$ cat src/rtl/riscv_mem_pkg.sv
// riscv_mem_pkg: SRAM geometry shared by the data-memory path, plus the layout of one response entry {err, rdata}
package riscv_mem_pkg;
  localparam int SRAM_DEPTH_WORDS = 1024;
  localparam int SRAM_AW = 10;
  localparam logic [31:0] SRAM_BASE = 32'h0;
  typedef struct packed {
    logic err;
    logic [31:0] rdata;
  } rsp_entry_t;
endpackage

$ cat src/rtl/sram_rsp_fifo.sv
// sram_rsp_fifo: synchronous FIFO holding bridge responses; push and pop may happen together even when full
// Ports: clk, rst_n (sync, active-low), push/din in, pop in, dout = head entry, count/full/empty status
module sram_rsp_fifo
  import riscv_mem_pkg::*;
#(
  parameter int DEPTH = 2,
  parameter int W = $bits(rsp_entry_t),
  localparam int CW = $clog2(DEPTH + 1)
) (
  input  logic          clk,
  input  logic          rst_n,
  input  logic          push,
  input  logic [W-1:0]  din,
  input  logic          pop,
  output logic [W-1:0]  dout,
  output logic [CW-1:0] count,
  output logic          full,
  output logic          empty
);
  localparam int PW = DEPTH > 1 ? $clog2(DEPTH) : 1;
  logic [W-1:0] mem_q [DEPTH];
  logic [PW-1:0] wr_q, wr_d, rd_q, rd_d;
  logic [CW-1:0] cnt_q, cnt_d;
  function automatic logic [PW-1:0] inc(input logic [PW-1:0] p);
    return p == PW'(DEPTH - 1) ? '0 : p + 1'b1;
  endfunction
  always_comb begin
    wr_d = push ? inc(wr_q) : wr_q;
    rd_d = pop ? inc(rd_q) : rd_q;
    cnt_d = cnt_q + CW'(push) - CW'(pop);
  end
  always_ff @(posedge clk) begin
    if (!rst_n) begin
      wr_q <= '0;
      rd_q <= '0;
      cnt_q <= '0;
    end else begin
      wr_q <= wr_d;
      rd_q <= rd_d;
      cnt_q <= cnt_d;
    end
  end
  always_ff @(posedge clk) if (push) mem_q[wr_q] <= din;
  assign dout = mem_q[rd_q];
  assign count = cnt_q;
  assign full = cnt_q == CW'(DEPTH);
  assign empty = cnt_q == '0;
endmodule

$ cat src/rtl/sram_bus_bridge.sv
// sram_bus_bridge: valid/ready bridge from the core data port to a 1-cycle-latency SRAM wrapper, in-order buffered responses
// Ports: clk, rst_n (sync, active-low); req_* request channel in; rsp_* response channel out;
//        sram_cs/we/be/addr/din to the wrapper, sram_dout back from it one cycle after a read.
// Optional: define SRAM_BRIDGE_ERR_EN to flag misaligned or out-of-window requests (no SRAM access, rsp_err=1).
module sram_bus_bridge
  import riscv_mem_pkg::*;
#(
  parameter logic [31:0] BASE_ADDR = SRAM_BASE,
  parameter int DEPTH_WORDS = SRAM_DEPTH_WORDS,
  parameter int RSP_DEPTH = 2,
  localparam int AW = $clog2(DEPTH_WORDS),
  localparam int CW = $clog2(RSP_DEPTH + 1)
) (
  input  logic          clk,
  input  logic          rst_n,
  input  logic          req_valid,
  output logic          req_ready,
  input  logic          req_we,
  input  logic [31:0]   req_addr,
  input  logic [31:0]   req_wdata,
  input  logic [3:0]    req_wstrb,
  output logic          rsp_valid,
  input  logic          rsp_ready,
  output logic [31:0]   rsp_rdata,
  output logic          rsp_err,
  output logic          sram_cs,
  output logic          sram_we,
  output logic [3:0]    sram_be,
  output logic [AW-1:0] sram_addr,
  output logic [31:0]   sram_din,
  input  logic [31:0]   sram_dout
);
  logic [31:0] off;
  logic bad, accept, pop;
  logic infl_q, infl_d, infl_rd_q, infl_rd_d, infl_err_q, infl_err_d;
  logic [CW-1:0] count;
  logic empty;
  rsp_entry_t push_e, head;
  assign off = req_addr - BASE_ADDR;
`ifdef SRAM_BRIDGE_ERR_EN
  assign bad = |req_addr[1:0] | (off >= 32'(DEPTH_WORDS * 4));
`else
  assign bad = 1'b0;
`endif
  assign rsp_valid = rst_n & ~empty;
  assign pop = rsp_valid & rsp_ready;
  // the in-flight slot counts as occupied so its capture can never overflow the buffer
  assign req_ready = rst_n & ((({1'b0, count} + (CW + 1)'(infl_q)) < (CW + 1)'(RSP_DEPTH)) | pop);
  assign accept = req_valid & req_ready;
  assign sram_cs = accept & ~bad;
  assign sram_we = req_we;
  assign sram_be = req_we ? req_wstrb : 4'h0;
  assign sram_addr = off[AW+1:2];
  assign sram_din = req_wdata;
  always_comb begin
    infl_d = accept;
    infl_rd_d = accept & ~req_we & ~bad;
    infl_err_d = accept & bad;
    push_e.err = infl_err_q;
    push_e.rdata = infl_rd_q ? sram_dout : '0;
  end
  always_ff @(posedge clk) begin
    if (!rst_n) begin
      infl_q <= 1'b0;
      infl_rd_q <= 1'b0;
      infl_err_q <= 1'b0;
    end else begin
      infl_q <= infl_d;
      infl_rd_q <= infl_rd_d;
      infl_err_q <= infl_err_d;
    end
  end
  sram_rsp_fifo #(.DEPTH(RSP_DEPTH), .W($bits(rsp_entry_t))) u_fifo (
    .clk(clk),
    .rst_n(rst_n),
    .push(infl_q),
    .din(push_e),
    .pop(pop),
    .dout(head),
    .count(count),
    .full(),
    .empty(empty)
  );
  assign rsp_rdata = rsp_valid ? head.rdata : '0;
  assign rsp_err = rsp_valid & head.err;
endmodule

$ cat config.mk
export PLATFORM = sky130hd
export DESIGN_NAME = sram_bus_bridge
export DESIGN_NICKNAME = d
export VERILOG_FILES = /design/src/rtl/riscv_mem_pkg.sv /design/src/rtl/sram_rsp_fifo.sv /design/src/rtl/sram_bus_bridge.sv
export SDC_FILE = /design/constraint.sdc
export NUM_CORES = 1
export LEC_CHECK = 0
export ABC_AREA = 1
export CAP_MARGIN = 40
export CORE_MARGIN = 1
export CORE_UTILIZATION = 44
export CTS_CLUSTER_DIAMETER = 50
export DETAILED_ROUTE_END_ITERATION = 10
export HOLD_SLACK_MARGIN = 0.08
export PLACE_DENSITY_LB_ADDON = 0.2
export SETUP_SLACK_MARGIN = 0.3
export SYNTH_ARGS = -nofsm -noshare
export SYNTH_HDL_FRONTEND = slang
export SYNTH_HIERARCHICAL = 1
export SYNTH_SLANG_ARGS = --single-unit
$ cat constraint.sdc
create_clock -name clk -period 5.1 [get_ports clk]
set_input_delay 1.02 -clock clk [delete_from_list [all_inputs] [get_ports clk]]
set_output_delay 1.02 -clock clk [all_outputs]
set_load 0.05 [all_outputs]
* Word level (Yosys, flattened, before mapping)
Memory sizes are Yosys's and may differ from the RTL's. A register that Yosys moved wholly into a read port is not among the register bits. Index checks and enable logic that the tools add are counted.
Operators by class: $add $sub $neg 5, order comparisons 1, muxes and demuxes 9, bitwise logic cells 9, reductions and logical operators 1
Operator list (count):
- 2-to-1 mux 32 bit | 2
- 2-to-1 mux 1 bit | 6
- bitwise AND 1 bit | 5
- 2-to-1 mux 4 bit | 1
- adder 2 x 1 -> 3 bit | 1
- < comparator 3 x 2 -> 1 bit (second input constant) | 1
- adder 1 bit (second input constant) | 2
- adder 2 x 1 -> 2 bit | 1
- zero test 2 bit | 1
- NOT 1 bit | 2
- subtractor 2 x 1 -> 2 bit | 1
- bitwise AND 1 bit (second input constant) | 1
- bitwise OR 1 bit | 1
Word-level totals: bits in registers 6, RAM bits 64, input bits 105, output and inout port bits 83, logic and storage cells 31, memories 1
Memories:
- u_fifo.mem_q | words 2, bits a word 32, rd ports 1, clocked after memory_dff 1, wr ports 1, RTL line sram_rsp_fifo.sv:21 | logic [W-1:0] mem_q [DEPTH];

* Longest topological paths before layout
depth after elaboration 8, depth in mapped cells 12, gate-level depth less buffers 12

* Hierarchy
Netlist, hierarchy kept.
By module, submodules not included:
- sram_rsp_fifo | times used 1, cells an instance 136, area an instance 2762.6 um^2, sequential area each 2082.0 um^2
- sram_bus_bridge | times used 1, cells an instance 203, area an instance 992.2 um^2, sequential area each 40.0 um^2

* Least setup slack after synthesis
OpenSTA, ideal clock, no wires.
kind input to output, from in rst_n, to out rsp_rdata[22], arrival time 1.909 ns, required time 4.080 ns, path slack 2.171 ns, cell stages on the path 3, buffers on the path 1, path through nand2_2 buf_6 nor2_1
Between the ends: cells in the longest elaborated chain, start to end 2
RTL lines:
- start: declaration | RTL line sram_bus_bridge.sv:15 | input logic rst_n,
- bitwise AND 1 bit | RTL line sram_bus_bridge.sv:45 | assign rsp_valid = rst_n & ~empty;
- 2-to-1 mux 32 bit | RTL line sram_bus_bridge.sv:84 | assign rsp_rdata = rsp_valid ? head.rdata : '0;
- end: declaration | RTL line sram_bus_bridge.sv:24 | output logic [31:0] rsp_rdata,
Every way passes these cells.

* Final worst setup path
from in rst_n, to out rsp_rdata[12]
The elaborated chain is that of the path after synthesis.

==> results.sh <==
export IMPL_outcome="complete, no violations"
export IMPL_grt_pass1_vias=2153
export IMPL_cts_root_buf="clkbuf_8"
export IMPL_hp_class="reg2reg"
export IMPL_grt_ovfl_total=0
export IMPL_track_usage_pct=14.7
export IMPL_clockBufferDepth=2
export IMPL_maxCapViolations=0
export IMPL_cts_resized=0
export IMPL_die_w_um=94.3
export IMPL_antenna_found_initial=0
export IMPL_cts_clk_slew_worst_paths_ps=70
export IMPL_tightest_slew_ps=663
export IMPL_place_gp_congestion=0.650
export IMPL_row_count=33
export IMPL_core_mm2=0.00822
export IMPL_drive_gt1_share_pct=14.7
export IMPL_cts_sinks=73
export IMPL_dr_pass1_iters=6
export IMPL_yosysWarnings=6
export IMPL_cp_arrival_ps=3220
export IMPL_dp_hpwl_mm=4.00
export IMPL_avgViaCountPerCell=4.41
export IMPL_drcViolationCount=0
export IMPL_required_ps=4080
export IMPL_post_cts_buffers=0
export IMPL_setup_viol_count_final=0
export IMPL_crit_path_start_kind="input pin"
export IMPL_fill_cells=702
export IMPL_skew_ps=11.9
export IMPL_grt_max_degree=35
export IMPL_critPathMaxFanout=34
export IMPL_ir_drop_v=0.000172
export IMPL_ant_nets=0
export IMPL_antenna_cells=0
export IMPL_routed_wl_mm=6.03
export IMPL_start_util_pct=45.7
export IMPL_relSlewSlack_pct=55.6
export IMPL_p_leak_uw=0.00209
export IMPL_tns_ps=0
export IMPL_dp_cells=476
export IMPL_fmax_mhz=236
export IMPL_power_uw=1650
export IMPL_area_growth_pct=20.9
export IMPL_cts_hold_buf=0
export IMPL_avgSynthCellArea_um2=11.1
export IMPL_tritoncts="done"
export IMPL_fin_util_pct=55.2
export IMPL_cts_buffers=9
export IMPL_syn_inst=338
export IMPL_powerDensity_mw_per_mm2=364
export IMPL_synthesis_area_mm2=0.00375
export IMPL_wl_per_cell_um=12.3
export IMPL_htree_levels=3
export IMPL_clock_latency_ps=340
export IMPL_vias=2169
export IMPL_fin_crit_sh_pct=83.2
export IMPL_hold_viol_final=0
export IMPL_nNetsFinal=489
export IMPL_grt_pass1_wl_mm=9.74
export IMPL_slew_violations=0
export IMPL_die_h_um=94.3
export IMPL_fin_cells=492
export IMPL_numPortBuffers=81
export IMPL_fin_crit_ps=4240
export IMPL_rsz0062_at_grt="no"
export IMPL_crit_path_end_kind="output port"
export IMPL_drt_iter0_markers=78
export IMPL_dieArea_mm2=0.00890
export IMPL_io_pins=188
export IMPL_crit_type="in2out"
layer usage:
layer  wire length [um]  vias to the layer above  GRT usage [%]
met4                187                        0           10.5
met3                434                       30           4.35
li1                   -                     1077              -
met1               2470                      975           16.3
met5                  0                        -              0
met2               2940                       87           24.1
stage by stage:
| step | hold slack, ps | area, um2 | setup WS [ps] |
|---|---|---|---|
| finish | 504 | 4540 | 856 |
| floorplan | 466 | 3750 | 2170 |
| detailed placement | 495 | 4330 | 824 |
| global route | 524 | 4540 | 701 |
| global placement | 477 | 4280 | 823 |
| CTS | 509 | 4540 | 827 |
sequential cells by signal (all words and copies together) (netlist names), named ones only:
signal and flops:
u_fifo/rd_q 1, infl_q 1, u_fifo/wr_q 1, u_fifo/mem_q 66
infl_rd_q 1, u_fifo/count 2
power by group:
group	switching [uW]	total, uW	internal (uW)	leakage (uW)
clock	202	475	273	0.000106
sequential	22.9	726	703	0.000687
combinational	267	449	182	0.00130
worst paths after layout:
kind,start,endpoint,slack (ps),depth (start not counted)
min reg2reg,infl_q,u_fifo/wr_q,500,2
max reg2reg,u_fifo/wr_q,u_fifo/mem_q[1][23],3380,3
max,rst_n,rsp_rdata[12],860,4
min,infl_q,u_fifo/wr_q,500,2
final cells by class:
cell class | count | area, um2 | area share [%]
Clock buffer | 10 | 128 | 2.81
Clock inverter | 6 | 82.6 | 1.82
Inverter | 82 | 308 | 6.79
Multi-Input combinational cell | 131 | 890 | 19.6
Sequential cell | 73 | 2120 | 46.8
Tap cell | 105 | 131 | 2.90
Timing Repair Buffer | 85 | 873 | 19.3
cell usage in the layout (no fill, tap or decap), drive strengths merged:
| cell | instances |
|---|---|
| conb | 2 |
| clkinv | 3 |
| inv | 82 |
| ha | 2 |
| nand2 | 48 |
| a21oi | 1 |
| nand3 | 3 |
| buf | 4 |
| nor2 | 42 |
| clkdlybuf4s50 | 81 |
| dfxtp | 7 |
| mux2 | 33 |
| clkinvlp | 1 |
| bufinv | 2 |
| edfxtp | 66 |
| clkbuf | 10 |
worst max-delay path, stage by stage:
cell	delay [ps]
clkdlybuf4s50_1	610
nand2_2	430
nor2_1	300
clkdlybuf4s50_1	840
Power figures use the tool's default switching activity.
